**config.mk**
```make
export PLATFORM = sky130hd
export DESIGN_NAME = program_loader
export DESIGN_NICKNAME = d
export VERILOG_FILES = /design/src/rtl/program_loader.sv
export SDC_FILE = /design/constraint.sdc
export NUM_CORES = 1
export LEC_CHECK = 0
export ABC_AREA = 1
export CAP_MARGIN = 20
export CORE_ASPECT_RATIO = 1.2
export CORE_MARGIN = 1.5
export CORE_UTILIZATION = 39
export CTS_CLUSTER_SIZE = 40
export DETAILED_ROUTE_END_ITERATION = 7
export PLACE_DENSITY = 0.67
export SLEW_MARGIN = 20
export SYNTH_ARGS = -nofsm -noshare
export SYNTH_HDL_FRONTEND = slang
export SYNTH_SLANG_ARGS = --single-unit
export TNS_END_PERCENT = 30
```
**constraint.sdc**
```tcl
create_clock -name clk -period 2.9 [get_ports clk]
set_clock_uncertainty 0.15 [all_clocks]
set_input_delay 0.58 -clock clk [delete_from_list [all_inputs] [get_ports clk]]
set_output_delay 0.58 -clock clk [all_outputs]
set_load 0.1 [all_outputs]
```
**src/rtl/program_loader.sv**
```systemverilog
// program_loader: host-side feeder for the pipelined CPU's instruction-load port.
//
// Collects a program from the host over a valid/ready stream into a local buffer. Once the
// last word arrives it holds the CPU in reset, bursts the buffered words into the CPU's
// LoadInstructions/Instruction inputs on consecutive cycles, holds reset again to flush
// the pipeline, then releases the CPU to run until a reload pulse restarts the sequence.
//
// Ports:
//   clk              - sole clock, rising edge
//   Reset_n          - asynchronous active-low reset
//   in_valid/in_ready/in_data/in_last - host program stream (in_last marks final word)
//   reload           - one-cycle pulse in RUN: discard program and return to FILL
//   cpu_Reset        - CPU reset, active-high
//   LoadInstructions - CPU instruction-load strobe
//   Instruction      - CPU instruction-load data (0 whenever LoadInstructions is 0)
//   busy             - 1 while loading (PRE, BURST, POST)
//   done             - 1 while the CPU runs
//   word_count       - words accepted into the current program
module program_loader #(
  parameter int unsigned DEPTH   = 32,
  parameter int unsigned CNT_W   = 6,
  parameter int unsigned RST_CYC = 2
) (
  input  logic             clk,
  input  logic             Reset_n,
  input  logic             in_valid,
  output logic             in_ready,
  input  logic [31:0]      in_data,
  input  logic             in_last,
  input  logic             reload,
  output logic             cpu_Reset,
  output logic             LoadInstructions,
  output logic [31:0]      Instruction,
  output logic             busy,
  output logic             done,
  output logic [CNT_W-1:0] word_count
);

  localparam int unsigned IdxW = (DEPTH > 1) ? $clog2(DEPTH) : 1;

  typedef enum logic [2:0] {StFill, StPre, StBurst, StPost, StRun} state_e;

  state_e           state_q;
  logic [CNT_W-1:0] word_count_q;
  logic [CNT_W-1:0] cyc_q;        // cycle index within PRE, BURST or POST
  logic             cpu_reset_q;
  logic             load_q;
  logic [31:0]      instr_q;
  logic             busy_q;
  logic             done_q;

  logic [31:0]      buf_mem [DEPTH];

  logic             accept;
  logic             last_accept;
  logic             rst_last;
  logic             burst_last;
  logic [IdxW-1:0]  wr_idx;
  logic [IdxW-1:0]  nxt_rd_idx;

  assign in_ready    = (state_q == StFill) && (word_count_q < CNT_W'(DEPTH));
  assign accept      = in_valid && in_ready;
  // Word number DEPTH ends the program whether or not in_last is set.
  assign last_accept = accept && (in_last || (word_count_q == CNT_W'(DEPTH - 1)));
  assign rst_last    = (cyc_q == CNT_W'(RST_CYC - 1));
  assign burst_last  = (cyc_q == (word_count_q - CNT_W'(1)));
  assign wr_idx      = word_count_q[IdxW-1:0];
  assign nxt_rd_idx  = IdxW'(cyc_q + CNT_W'(1));

  // Program buffer needs no reset; only words below word_count are ever read.
  always_ff @(posedge clk) begin
    if (accept) begin
      buf_mem[wr_idx] <= in_data;
    end
  end

  always_ff @(posedge clk or negedge Reset_n) begin
    if (!Reset_n) begin
      state_q      <= StFill;
      word_count_q <= '0;
      cyc_q        <= '0;
      cpu_reset_q  <= 1'b1;
      load_q       <= 1'b0;
      instr_q      <= '0;
      busy_q       <= 1'b0;
      done_q       <= 1'b0;
    end else begin
      case (state_q)
        StFill: begin
          if (accept) begin
            word_count_q <= word_count_q + CNT_W'(1);
          end
          if (last_accept) begin
            state_q <= StPre;
            cyc_q   <= '0;
            busy_q  <= 1'b1;
          end
        end
        StPre: begin
          if (rst_last) begin
            // First burst cycle is also the first cycle out of reset, so the CPU's
            // load address counter starts at 0 together with buf[0].
            state_q     <= StBurst;
            cyc_q       <= '0;
            cpu_reset_q <= 1'b0;
            load_q      <= 1'b1;
            instr_q     <= buf_mem[0];
          end else begin
            cyc_q <= cyc_q + CNT_W'(1);
          end
        end
        StBurst: begin
          if (burst_last) begin
            state_q     <= StPost;
            cyc_q       <= '0;
            cpu_reset_q <= 1'b1;
            load_q      <= 1'b0;
            instr_q     <= '0;
          end else begin
            cyc_q   <= cyc_q + CNT_W'(1);
            instr_q <= buf_mem[nxt_rd_idx];
          end
        end
        StPost: begin
          if (rst_last) begin
            state_q     <= StRun;
            cyc_q       <= '0;
            cpu_reset_q <= 1'b0;
            busy_q      <= 1'b0;
            done_q      <= 1'b1;
          end else begin
            cyc_q <= cyc_q + CNT_W'(1);
          end
        end
        StRun: begin
          if (reload) begin
            state_q      <= StFill;
            word_count_q <= '0;
            cpu_reset_q  <= 1'b1;
            done_q       <= 1'b0;
          end
        end
        default: begin
          state_q <= StFill;
        end
      endcase
    end
  end

  assign cpu_Reset        = cpu_reset_q;
  assign LoadInstructions = load_q;
  assign Instruction      = instr_q;
  assign busy             = busy_q;
  assign done             = done_q;
  assign word_count       = word_count_q;

endmodule

```
== After elaboration in Yosys (flattened, before gate mapping) ==
Memory sizes are Yosys's and may differ from the RTL's.
Cells that the tools add are included.

* Memories: 1
* Memory bits (writable): 1,024
* Output and inout bits: 43
* Flip-flop bits (word level): 51

{| class="wikitable"
|+ Memory list
! memory !! depth !! width !! rd ports !! clocked after Yosys merged registers in !! wr ports !! RTL line !! source
|-
| buf_mem || 32 || 32 || 2 || 0 || 1 || 52 || <nowiki>logic [31:0] buf_mem [DEPTH];</nowiki>
|}

* Multiplexer cells: 29
* Equal/unequal tests: 14
* Add/subtract/negate cells: 3
* Magnitude comparators: 1
* Reductions and logical operators: 20

{| class="wikitable"
|+ Operators by type and width
! cell !! count
|-
| $mux 32 || 2
|-
| $pmux 32 s2 || 1
|-
| $mux 6 || 5
|-
| $pmux 6 s3 || 1
|-
| $mux 3 || 5
|-
| $pmux 3 s5 || 1
|-
| $add 6x1->6 const B || 2
|-
| $ne 2x2->1 const B || 6
|-
| $pmux 6 s2 || 1
|-
| $reduce_and 3->1 || 4
|-
| $mux 1 || 9
|-
| $reduce_bool 2->1 || 4
|-
| $eq 3x2->1 const B || 2
|-
| $eq 6x1->1 const B || 1
|-
| $eq 6x5->1 const B || 1
|-
| $eq 6x6->1 || 1
|-
| $lt 6x6->1 const B || 1
|-
| $pmux 1 s2 || 3
|-
| $reduce_bool 3->1 || 2
|-
| $sub 6x1->6 const B || 1
|-
| $reduce_and 5->1 || 1
|-
| $reduce_and 2->1 || 2
|-
| $reduce_and 4->1 || 1
|-
| $eq 3x1->1 const B || 1
|-
| other kinds (7) || 9
|}

== Longest topological paths before layout ==
* Depth after elaboration: 6
* Mapped depth: 13
* Mapped depth without buffers: 13

== Least setup slack after synthesis ==
Ideal clock, no wire load.

* Kind: register -> register
* Start point: register word_count_q[5], in the netlist word_count[5]
* End point: memory buf_mem[10][0], enable pin
* Path buffers: 0
* Cell stages (with the launch flop): 6
* Setup time: 421 ps
* Data required time: 2,329 ps
* Clock period less this slack: 4,353 ps
* Arrival time: 3,782 ps
* Path slack: -1,453 ps
* Cell sequence: dfrtp_1 > nor2_2 > nand2_1 > inv_1 > nand2_1 > nor2_1

* Longest elaborated chain between the ends: 5

{| class="wikitable"
|+ RTL lines
! what !! RTL line !! source
|-
| start, declared || 44 || <nowiki>logic [CNT_W-1:0] word_count_q;</nowiki>
|-
| start signal, assigned || 91 || <nowiki>word_count_q <= word_count_q + CNT_W'(1);</nowiki>
|-
| $lt 6x6->1 || 61 || <nowiki>assign in_ready = (state_q == StFill) && (word_count_q < CNT_W'(DEPTH));</nowiki>
|-
| $logic_and 1x1->1 || 61 ||
|-
| named net in_ready || 27 || <nowiki>output logic in_ready,</nowiki>
|-
| $logic_and 1x1->1 || 62 || <nowiki>assign accept = in_valid && in_ready;</nowiki>
|-
| $mux 1 || 72 || <nowiki>if (accept) begin</nowiki>
|-
| $mux 1 (implied by the code) || 73 || <nowiki>buf_mem[wr_idx] <= in_data;</nowiki>
|-
| end, declared || 52 ||
|}

The timed path passes the listed nets, and every way through them passes these cells.

== Worst setup path after layout ==
* Start point: register cyc_q[0]
* End point: register instr_q[5], in the netlist Instruction[5]

* Longest elaborated chain between the ends: 4
* Elaborated cells between the ends (all ways): 8
* Classes of those cells: add/sub: 1; eq/ne: 3; mux: 2; reduce/logical: 1; memory: 1

{| class="wikitable"
|+ RTL lines
! what !! RTL line !! source
|-
| start, declared || 45 || <nowiki>logic [CNT_W-1:0] cyc_q;</nowiki>
|-
| start signal, assigned || 109 || <nowiki>cyc_q <= cyc_q + CNT_W'(1);</nowiki>
|-
| start signal, assigned || 120 || <nowiki>cyc_q <= cyc_q + CNT_W'(1);</nowiki>
|-
| start signal, assigned || 132 || <nowiki>cyc_q <= cyc_q + CNT_W'(1);</nowiki>
|-
| $add 6x1->6 || - ||
|-
| $mem_v2 32x32 || - ||
|-
| $mux 32 || 113 || <nowiki>if (burst_last) begin</nowiki>
|-
| $pmux 32 s2 || 88 || <nowiki>case (state_q)</nowiki>
|-
| end signal, assigned || 107 || <nowiki>instr_q <= buf_mem[0];</nowiki>
|-
| end signal, assigned || 121 || <nowiki>instr_q <= buf_mem[nxt_rd_idx];</nowiki>
|-
| end, declared || 48 || <nowiki>logic [31:0] instr_q;</nowiki>
|}

Several ways; a longest one is shown, not always the timed one.
A chain may end at the register's enable or synchronous reset.

==> impl_metrics.env <==
export IMPL_status="complete, but fails checks"
export IMPL_violations="DRC"
export IMPL_synthArstFlopShare_pct=4.74
export IMPL_cts_setup_buffers=0
export IMPL_wl_per_cell_um=22.3
export IMPL_grt_pass1_vias=28400
export IMPL_yosys_warnings=0
export IMPL_num_io_pins=80
export IMPL_start_util_pct=39.4
export IMPL_finalPower_mw=55.0
export IMPL_synth_fa_ha_area_share_pct=0.172
export IMPL_synthToLayoutAreaGrowth_pct=16.8
export IMPL_nNetsFinal=3872
export IMPL_synth_top_family_by_area="simple AND/OR/NAND/NOR gates"
export IMPL_die_area_sq_um=114000
export IMPL_max_clock_path_buffers=3
export IMPL_p_per_area_nw_per_um2=1080
export IMPL_chipHeight_um=370
export IMPL_postRouteAntennaNets=0
export IMPL_cp_required_ns=3.38
export IMPL_rsz0062_at_grt="no"
export IMPL_viasPerCell=5.42
export IMPL_ys_top_cells_by_count="nand2_1, edfxtp_1, nand3_1"
export IMPL_reg2reg_from="cyc_q[0]$_DFFE_PN0P_"
export IMPL_rr_endpoint="Instruction[5]$_DFFE_PN0P_"
export IMPL_synth_area_mux_share_pct=0
export IMPL_synth_edff_count=1024
export IMPL_setup_violations=0
export IMPL_r2r_worst_path_cells=12
export IMPL_antenna_found_initial=1
export IMPL_end_kind="flop"
export IMPL_wl_um=121000
export IMPL_grt_pass1_wl_um=182000
export IMPL_leakage_nw=18.1
export IMPL_grt_max_degree=166
export IMPL_r2r_setup_slack_ns=0.21
export IMPL_synth_most_common_cell="nand2_1"
export IMPL_grt_usage_pct=21.3
export IMPL_path_clk_slew_ns=0.07
export IMPL_die_x_um=309
export IMPL_io_buffers=79
export IMPL_synthXorXnorAreaFrac_pct=0.172
export IMPL_startpoint_type="flop"
export IMPL_drc_errors=1
export IMPL_synth_top_area_cell="edfxtp_1"
export IMPL_path_class="reg2reg"
export IMPL_drt_pass1_iter_count=8
export IMPL_slew_violations=0
export IMPL_synth_seq_area_share_pct=73.2
export IMPL_cts_buffers=97
export IMPL_clk_latency_ns=0.70
export IMPL_synthCells=3697
export IMPL_ys_types=31
export IMPL_drt_iter0_drc=3628
export IMPL_dp_hpwl_um=73700
export IMPL_relSlewSlack_pct=43.3
export IMPL_synth_nets=3740
export IMPL_synth_seq_cells=1075
export IMPL_fin_crit_ns=2.69
export IMPL_ir_drop_mv=0.891
export IMPL_drv_cap=0
export IMPL_htreeDepth=3
export IMPL_arrival_ns=3.18
export IMPL_syn_area_per_cell_sq_um=11.8
export IMPL_final_util_pct=46.0
export IMPL_max_freq_mhz=371
export IMPL_crit_fanout=61
export IMPL_num_rows=134
export IMPL_vias=29300
export IMPL_min_period_over_period_pct=92.9
export IMPL_cts_root_buf="clkbuf_16"
export IMPL_grt_overflow=0
export IMPL_synthSimpleGateAreaFrac_pct=22.2
export IMPL_ys_top_cells_by_area="edfxtp_1, nand3_1, nand2_1"
export IMPL_tightest_slew_ns=0.851
export IMPL_hold_viol=0
export IMPL_syn_area_sq_um=43800
export IMPL_gp_congestion=0.888
export IMPL_core_sq_um=111000
export IMPL_cts_sinks=1075
export IMPL_min_path_type="in2async"
export IMPL_cts_tree="built"
export IMPL_synth_top_area_share_pct=70.3
export IMPL_synth_compound_area_share_pct=1.01
export IMPL_synth_top_flop_cell="edfxtp_1"
export IMPL_drive_above_1_share_pct=11.0
[cell type report]
| class | instances | area (sq um) |
|---|---|---|
| antenna | 2 | 5.00 |
| tap | 1496 | 1870 |
| fill | 9651 | 60000 |
| timing repair buffer | 266 | 3290 |
| multi-input combinational | 2355 | 10600 |
| clock buffer | 129 | 2610 |
| inverter | 34 | 156 |
| clock inverter | 51 | 523 |
| sequential | 1075 | 32000 |
[worst max-delay path, stage by stage, from the launching register on]
cell     delay [ns]
dfrtp_4        0.57
buf_12         0.23
inv_16         0.21
buf_12         0.28
buf_4          0.21
nand2_1        0.05
nand3_1        0.06
nand3_1        0.16
nand3_1        0.11
nand2_1        0.13
nand2_1        0.10
nand3_1        0.08
a21oi_1        0.15
[report_power, final]
group	switching, mW	internal, mW
clock	5.73	7.01
combinational	17.0	7.05
sequential	0.729	17.4
[layer usage]
| metal | GRT usage (%) | part of all wire [%] | vias to the layer above |
|---|---|---|---|
| met2 | 35.1 | 49 | 1378 |
| met5 | 0 | 0 | - |
| met3 | 2.80 | 7.8 | 237 |
| met1 | 28.1 | 39 | 14400 |
| met4 | 9.62 | 4.2 | 0 |
| li1 | - | - | 13300 |
[through the flow]
| stage | hold slack [ns] | setup WS [ns] | TNS, ns | instances | area, sq um |
|---|---|---|---|---|---|
| 2_1_floorplan | 0.134 | -0.0820 | -40.60 | 3697 | 44000 |
| 3_3_place_gp | 0.324 | 0.216 | 0 | 5225 | 48000 |
| 3_5_place_dp | 0.320 | 0.241 | 0 | 5225 | 48000 |
| 4_1_cts | 0.276 | 0.219 | 0 | 5406 | 51100 |
| 5_1_grt | 0.334 | 0.0627 | 0 | 5406 | 51100 |
| 6_report | 0.288 | 0.206 | 0 | 5408 | 51100 |
[cells by family after synthesis]
| group | Yosys count |
|---|---|
| AND/OR/NAND/NOR | 2256 |
| buffers and inverters | 267 |
| XOR/XNOR | 6 |
| adder cells (fa/ha/maj) | 6 |
| AO/OA/AOI/OAI | 87 |
| flip-flops | 1075 |
[placed cells by master (no fill, tap or decap), types with 29 or more instances in the layout]
cell type / instances
dfrtp_1: 48
clkbuf_16: 98
buf_12: 96
nand2_1: 1211
buf_4: 133
a21oi_1: 40
nand3_1: 947
inv_1: 29
edfxtp_1: 1024
o21ai_0: 45
clkdlybuf4s50_1: 35
nor2_1: 44
nor2_4: 36
[registers in the layout, indices dropped and copies added, names as in the netlist]
signal and count:
word_count 6, LoadInstructions 1, cyc_q 6, done 1, Instruction 32, cpu_Reset 1, buf_mem 1024, busy 1
state_q 3
[worst max path at each step]
stage	depth (start not counted)	from	to	slack, ns
CTS	10	cyc_q[0]$_DFFE_PN0P_	Instruction[15]$_DFFE_PN0P_	0.22
floorplan	4	word_count[0]$_DFFE_PN0P_	buf_mem[16][0]$_DFFE_PP_	-0.08
detailed placement	10	cyc_q[0]$_DFFE_PN0P_	Instruction[20]$_DFFE_PN0P_	0.24
finish	12	cyc_q[0]$_DFFE_PN0P_	Instruction[5]$_DFFE_PN0P_	0.21
global route	12	cyc_q[0]$_DFFE_PN0P_	Instruction[5]$_DFFE_PN0P_	0.06
global placement	10	cyc_q[0]$_DFFE_PN0P_	Instruction[20]$_DFFE_PN0P_	0.22
[what timing repair did]
action | 4_1_cts | 5_1_grt
gates resized for setup | 0 | 0
endpoints found under the hold margin | 19 | 0
hold buffers | 1 | 0
Power figures use the tool's default switching activity.
